--- config.mk ---
export PLATFORM = sky130hd
export DESIGN_NAME = input_conditioner
export DESIGN_NICKNAME = d
export VERILOG_FILES = /design/src/rtl/input_conditioner.sv
export SDC_FILE = /design/constraint.sdc
export NUM_CORES = 1
export LEC_CHECK = 0
export CORE_AREA = 2 2 57 59
export DETAILED_ROUTE_END_ITERATION = 8
export DIE_AREA = 0 0 59 61
export DONT_BUFFER_PORTS = 1
export PLACE_DENSITY_LB_ADDON = 0.25
export SYNTH_ARGS = -nofsm -noshare
export SYNTH_HDL_FRONTEND = slang
export SYNTH_SLANG_ARGS = --single-unit
--- constraint.sdc ---
create_clock -name clk -period 1.7 [get_ports clk]
set_input_delay 0.34 -clock clk [delete_from_list [all_inputs] [get_ports clk]]
set_output_delay 0.34 -clock clk [all_outputs]
set_load 0.005 [all_outputs]
--- src/rtl/input_conditioner.sv ---
// input_conditioner: per-channel synchroniser, polarity correction, counter
// debouncer, registered rise/fall pulses and optional held-key auto-repeat.
// Outputs are clean active-high levels plus single-cycle event pulses.
module input_conditioner #(
  parameter int                     CHANNELS        = 4,
  parameter int                     SYNC_STAGES     = 2,
  parameter int                     DEBOUNCE_CYCLES = 4,
  parameter int                     REPEAT_DELAY    = 0,
  parameter int                     REPEAT_PERIOD   = 1,
  parameter logic [CHANNELS-1:0]    INVERT          = {CHANNELS{1'b0}}
) (
  input  logic                clk,
  input  logic                reset,
  input  logic [CHANNELS-1:0] raw_in,
  output logic [CHANNELS-1:0] level,
  output logic [CHANNELS-1:0] rise,
  output logic [CHANNELS-1:0] fall,
  output logic [CHANNELS-1:0] press
);

  // Debounce counter never has to hold more than DEBOUNCE_CYCLES-1.
  localparam int CW = (DEBOUNCE_CYCLES > 1) ? $clog2(DEBOUNCE_CYCLES) : 1;
  localparam logic [CW-1:0] CNT_MAX = CW'(DEBOUNCE_CYCLES - 1);

  // Repeat counter sized for the longer of the two repeat intervals.
  localparam int RMAX = (REPEAT_DELAY > REPEAT_PERIOD) ? REPEAT_DELAY : REPEAT_PERIOD;
  localparam int RW   = (RMAX > 1) ? $clog2(RMAX) : 1;

  // Auto-repeat phase: waiting for the initial delay, or repeating at the period.
  typedef enum logic {
    PH_DELAY  = 1'b0,
    PH_PERIOD = 1'b1
  } phase_t;

  // Synchroniser chain, one vector per stage. Reset loads INVERT so that the
  // corrected value s is 0 ("released") right after reset.
  logic [CHANNELS-1:0] sync_q [SYNC_STAGES];
  logic [CHANNELS-1:0] s;

  logic [CW-1:0]       cnt_q [CHANNELS];
  logic [CW-1:0]       cnt_d [CHANNELS];
  logic [CHANNELS-1:0] level_d;
  logic [CHANNELS-1:0] rise_d;
  logic [CHANNELS-1:0] fall_d;
  logic [CHANNELS-1:0] rep_d;

  // Shift raw inputs through the synchroniser chain.
  always_ff @(posedge clk or posedge reset) begin
    if (reset) begin
      for (int k = 0; k < SYNC_STAGES; k++) sync_q[k] <= INVERT;
    end else begin
      sync_q[0] <= raw_in;
      for (int k = 1; k < SYNC_STAGES; k++) sync_q[k] <= sync_q[k-1];
    end
  end

  assign s = sync_q[SYNC_STAGES-1] ^ INVERT;

  // Debounce next-state: count consecutive cycles where s differs from level.
  always_comb begin
    level_d = level;
    for (int i = 0; i < CHANNELS; i++) begin
      cnt_d[i] = '0;
      if (s[i] != level[i]) begin
        if (cnt_q[i] == CNT_MAX) begin
          level_d[i] = s[i];
        end else begin
          cnt_d[i] = cnt_q[i] + CW'(1);
        end
      end
    end
  end

  assign rise_d = level_d & ~level;
  assign fall_d = ~level_d & level;

  // Debounce counters, level and the registered event pulses.
  always_ff @(posedge clk or posedge reset) begin
    if (reset) begin
      for (int i = 0; i < CHANNELS; i++) cnt_q[i] <= '0;
      level <= '0;
      rise  <= '0;
      fall  <= '0;
      press <= '0;
    end else begin
      for (int i = 0; i < CHANNELS; i++) cnt_q[i] <= cnt_d[i];
      level <= level_d;
      rise  <= rise_d;
      fall  <= fall_d;
      press <= rise_d | rep_d;
    end
  end

  generate
    if (REPEAT_DELAY > 0) begin : g_repeat
      localparam logic [RW-1:0] DLY_M1 = RW'(REPEAT_DELAY - 1);
      localparam logic [RW-1:0] PER_M1 = RW'(REPEAT_PERIOD - 1);

      phase_t        phase_q [CHANNELS];
      phase_t        phase_d [CHANNELS];
      logic [RW-1:0] rcnt_q  [CHANNELS];
      logic [RW-1:0] rcnt_d  [CHANNELS];

      // Repeat phase and counter registers.
      always_ff @(posedge clk or posedge reset) begin
        if (reset) begin
          for (int i = 0; i < CHANNELS; i++) begin
            phase_q[i] <= PH_DELAY;
            rcnt_q[i]  <= '0;
          end
        end else begin
          for (int i = 0; i < CHANNELS; i++) begin
            phase_q[i] <= phase_d[i];
            rcnt_q[i]  <= rcnt_d[i];
          end
        end
      end

      // Repeat next-state. The pulse is gated by level_d so a repeat slot that
      // lands on the release edge is dropped: no press accompanies a fall.
      always_comb begin
        for (int i = 0; i < CHANNELS; i++) begin
          rep_d[i]   = 1'b0;
          rcnt_d[i]  = '0;
          phase_d[i] = PH_DELAY;
          if (level[i]) begin
            if (rcnt_q[i] == ((phase_q[i] == PH_DELAY) ? DLY_M1 : PER_M1)) begin
              rep_d[i]   = level_d[i];
              phase_d[i] = PH_PERIOD;
            end else begin
              rcnt_d[i]  = rcnt_q[i] + RW'(1);
              phase_d[i] = phase_q[i];
            end
          end
        end
      end
    end else begin : g_no_repeat
      assign rep_d = '0;
    end
  endgenerate

endmodule
==> results of run 1 <==
==> kinds of logic after synthesis <==
family	share of synthesized area (%)
fa+ha+maj	5.03
compound gates	0.503
simple gates	13.3
xor+xnor	3.52
buf+inv	3.77
flops	70.4
mux	3.40
==> final timing paths <==
| path | from | to | slack, ns | cells after the start |
|---|---|---|---|---|
| min in group asynchronous | reset | cnt_q[7] | 0.49 | 3 |
| min reg2reg | sync_q[5] | s[1] | 0.36 | 0 |
| max in group asynchronous | reset | cnt_q[1] | 0.97 | 3 |
| min | sync_q[5] | s[1] | 0.36 | 0 |
| max | level[0] | level[0] | 0.57 | 0 |
| max reg2reg | cnt_q[6] | level[0] | 0.62 | 2 |
==> cell usage after synthesis <==
cell     number
inv_1         2
nor3b_1       1
xnor2_1       4
nor2b_1       4
mux2_2        3
o21ai_0       1
nand2_1       2
nor2_1        2
nor3_2        4
and3b_1       4
buf_4         4
and3b_2       1
ha_1          4
dfrtp_1      28
==> metrics by stage <==
stage               total power, mW  cells
floorplan                      1.19     64
global placement               1.24     94
detailed placement             1.26     94
CTS                            1.70     99
global route                   1.80    103
finish                         1.67    103
==> registers in the layout, summed over array words and instances, names as in the netlist <==
register,cells
cnt_q,8
fall,4
level,4
press,4
s,4
sync_q,4
==> area by class of cell <==
class / count / area [µm²]
clock buffer: 3 / 22.5
clock inverter: 1 / 30.0
fill: 292 / 1840
inverter: 2 / 7.51
multi-input combinational: 30 / 256
sequential: 28 / 701
tap: 33 / 41.3
timing repair buffer: 6 / 57.6
==> power breakdown <==
part	total (mW)	switching, mW	internal [mW]
clock	0.427	0.189	0.238
sequential	0.935	0.125	0.810
combinational	0.309	0.132	0.176
total	1.67	0.446	1.23
==> metal layers <==
metal  vias up  routed length, µm  track usage [%]  part of all wire (%)
met5         -                  0                0                     0
met4         0                 14             2.92                   1.1
met3         2                111             5.76                   8.8
met2        18                579             14.4                    46
met1       238                556             9.54                    44
li1        218                  -                -                     -
==> flow_summary_export.csv, run 1 <==
group,metric,value,unit
sta,tightest_slew,0.334,ns
cts,cts_buffers,3,
detailed_routing,ant_nets,0,
pwr,p_per_area,1500,nW/µm²
sta,min_period,1.13,ns
synthesis,ys_warn_count,0,
synthesis,yosysTopAreaCellShare,70.4,%
cts,cts_resized,0,
synthesis,yosysUniqueCellTypes,14,
status,status,"finished, final reports clean",
cts,root_buffer,"clkbuf_4",
sta,min_period_over_period,66.2,%
detailed_routing,drc_errors,0,
finish,design_area,1120,µm²
finish,final_common_cell,"dfrtp_1",
synthesis,synth_nets,74,
cts,htree_levels,1,
synthesis,synth-seq-cells,28,
placed_design,dp_hpwl,840,µm
global_route,grt_pass1_wl,2330,µm
finish,final_util,37.8,%
synthesis,synth_area,995,µm²
finish,syn2layout_area_growth,12.2,%
cts,cts_setup_buffers,0,
sta,finalHoldViolations,0,
min_path,min_path_type,"reg -> reg",
cts,clk_latency,0.32,ns
sta,max_freq,889,MHz
floorplanning,ios,22,
placed_design,gp_congestion,0.680,
worst_setup_path,path_class,"reg -> out",
finish,layout_common_cells,"dfrtp_1 (28), dlygate4sd3_1 (5)",
global_route,grt_overflow,0,
worst_setup_path,required,1.36,ns
detailed_routing,first_pass_iters,4,
placed_design,place_worst_setup_slack,0.631,ns
sta,relSlewSlack,77.7,%
pwr,p_leak,0.543,nW
cts,clk_pin_slew,0.15,ns
sta,setup_ws,0.575,ns
sta,whs,0.361,ns
finish,final_nets,81,
synthesis,synth_top_cell_by_area,"dfrtp_1",
finish,diodes,0,
detailed_routing,wl,1260,µm
worst_setup_path,crit_path_start_kind,"register",
sta,grt_setup_unrepaired,"false",
cts,cts_tree,"yes",
global_route,grt_pass1_vias,540,
detailed_routing,first_iter_violations,12,
global_route,grtUsageTotal,8.91,%
sta,setup_viol,0,
floorplanning,die_height,61,µm
sta,slew_violations,0,
run,maxCapViolCount,0,
worst_setup_path,arrival,0.79,ns
sta,fin_skew,0.00486,ns
placed_design,place_area,1010,µm²
pwr,ir_drop,0.703,mV
floorplanning,start_util,33.7,%
global_route,grt_max_degree,29,
floorplanning,fp.dieW,59,µm
cts,cts_hold_buf,1,
detailed_routing,viasPerCell,4.62,
placed_design,io_buffer_count,0,
global_route,antenna_found_initial,0,
floorplanning,num_rows,20,
worst_setup_path,critPathMaxFanout,5,
finish,drive_above_1_share,18.6,%
detailed_routing,via_count,476,
detailed_routing,wl_per_cell,12.2,µm
floorplanning,dieArea,3600,µm²
floorplanning,coreArea,2950,µm²
synthesis,syn_area_per_cell,15.5,µm²
synthesis,synth_cells,64,
synthesis,yosysSeqAreaShare,70.4,%
cts,ctsLongestPathBuffers,2,
cts,clkSinkCount,28,
synthesis,ys_top_cells_by_area,"dfrtp_1 (70%), ha_1 (5.0%), nor3_2 (4.0%)",
sta,fin_tns_setup,0,ns
worst_setup_path,cp-end-kind,"primary output",
Power figures use the tool's default switching activity.
==> run 2: changes to the inputs <==
==> constraint.sdc (replaced) <==
create_clock -name clk -period 1.09 [get_ports clk]
set_input_delay 0.218 -clock clk [delete_from_list [all_inputs] [get_ports clk]]
set_output_delay 0.218 -clock clk [all_outputs]
set_load 0.005 [all_outputs]
==> run 2 against run 1 <==
Routed wire length is 4.6% lower. Critical path depth grew 2. Worst setup slack got worse by 0.53 ns. Critical path type is now reg -> reg.
==> flow_summary_export.csv, run 2 (same netlist as run 1, synthesis figures left out) <==
group,metric,value,unit
worst_setup_path,r2r_slack,0.05,ns
floorplanning,coreArea,2950,µm²
cts,clk_latency,0.32,ns
cts,cts_setup_buffers,0,
cts,root_buffer,"clkbuf_4",
sta,grt_setup_unrepaired,"false",
global_route,grt_pass1_vias,491,
sta,fin_skew,0.00425,ns
sta,whs,0.359,ns
worst_setup_path,cp-end-kind,"register",
sta,slew_violations,0,
floorplanning,num_rows,20,
run,maxCapViolCount,0,
placed_design,io_buffer_count,0,
cts,clk_pin_slew,0.14,ns
sta,finalHoldViolations,0,
finish,drive_above_1_share,22.9,%
sta,setup_viol,0,
worst_setup_path,rr_endpoint,"level[0]",
status,status,"finished, final reports clean",
worst_setup_path,critPathMaxFanout,4,
worst_setup_path,arrival,1.26,ns
min_path,min_path_type,"reg -> reg",
floorplanning,fp.dieW,59,µm
finish,final_nets,81,
sta,min_period_over_period,95.9,%
detailed_routing,first_pass_iters,2,
cts,cts_buffers,3,
worst_setup_path,rr_startpoint,"cnt_q[6]",
sta,max_freq,957,MHz
detailed_routing,viasPerCell,4.62,
finish,final_common_cell,"dfrtp_1",
global_route,grt_max_degree,29,
sta,relSlewSlack,77.6,%
floorplanning,dieArea,3600,µm²
finish,layout_common_cells,"dfrtp_1 (28), dlygate4sd3_1 (5)",
min_path,hold_depth,0,
floorplanning,start_util,33.7,%
worst_setup_path,path_class,"reg -> reg",
global_route,antenna_found_initial,0,
global_route,grt_overflow,0,
pwr,ir_drop,0.907,mV
cts,htree_levels,1,
floorplanning,ios,22,
detailed_routing,ant_nets,0,
pwr,p_leak,0.530,nW
placed_design,gp_congestion,0.683,
global_route,grtUsageTotal,8.56,%
sta,fin_tns_setup,0,ns
min_path,hold_path_startpoint,"sync_q[5]",
cts,ctsLongestPathBuffers,2,
min_path,hold_end,"s[1]",
detailed_routing,first_iter_violations,9,
detailed_routing,wl,1200,µm
sta,min_period,1.04,ns
worst_setup_path,ff2ff_path_depth,2,
detailed_routing,wl_per_cell,11.7,µm
finish,diodes,0,
detailed_routing,via_count,476,
floorplanning,die_height,61,µm
finish,largest_reg_flops,8,
finish,largest_register,"cnt_q",
cts,cts_tree,"yes",
finish,final_util,37.8,%
global_route,grt_pass1_wl,2190,µm
finish,syn2layout_area_growth,12.3,%
pwr,p_per_area,2190,nW/µm²
worst_setup_path,crit_path_start_kind,"register",
sta,tightest_slew,0.336,ns
cts,clkSinkCount,28,
placed_design,place_area,1010,µm²
detailed_routing,drc_errors,0,
worst_setup_path,required,1.31,ns
finish,design_area,1120,µm²
placed_design,dp_hpwl,764,µm
-- run 2: changes by cell type in the layout (fill, tap and decap cells not counted) --
cell / previous run / this run
ha_1: 4 / 1
ha_4: 0 / 1
ha_2: 0 / 2
clkbuf_8: 0 / 1
bufinv_16: 1 / 0
-- run 2: metal layers --
metal | vias to the layer above | global-route usage (%) | wire, µm
met5 | - | 0 | 0
met4 | 0 | 4.22 | 23
met3 | 5 | 5.33 | 100
met2 | 20 | 12.1 | 548
met1 | 234 | 10.2 | 530
li1 | 217 | - | -
-- run 2: repair_timing --
item,4_1_cts,5_1_grt
hold buffers,5,0
endpoints found under the setup margin,0,3
resized for setup,0,4
hold endpoints to repair,32,0
-- run 2: worst max path at each step --
stage	cells past startpoint	from	endpoint
final	2	cnt_q[6]	level[0]
after CTS	2	cnt_q[6]	level[0]
after detailed placement	2	cnt_q[6]	level[0]
after global placement	2	cnt_q[4]	level[1]
after floorplan	2	cnt_q[4]	level[1]
after global routing	2	cnt_q[0]	level[3]
-- run 2: final cells by class --
cell class	instances	area (µm²)
clock buffers	4	36.3
fillers	286	1840
inverters	2	7.51
multi-input cells	30	274
flip-flops and latches	28	701
well taps	33	41.3
repair buffers	6	57.6
-- run 2: where the power goes --
group          internal, mW  switching (mW)
Combinational         0.294           0.199
Clock                 0.204           0.278
Sequential             1.26           0.210
Total                  1.76           0.687
-- run 2: worst max-delay path, stage by stage, from the launching register on --
cell and delay (ns):
dfrtp_1 0.44, ha_4 0.18, mux2_2 0.33
-- run 2: through the flow --
step | setup slack (ns) | total power [mW] | instances
global route | 0.000794 | 2.66 | 103
CTS | 0.00532 | 2.46 | 103
detailed placement | 0.0266 | 1.94 | 94
global placement | 0.0566 | 1.93 | 94
floorplan | 0.0836 | 1.86 | 64
finish | 0.0452 | 2.45 | 103
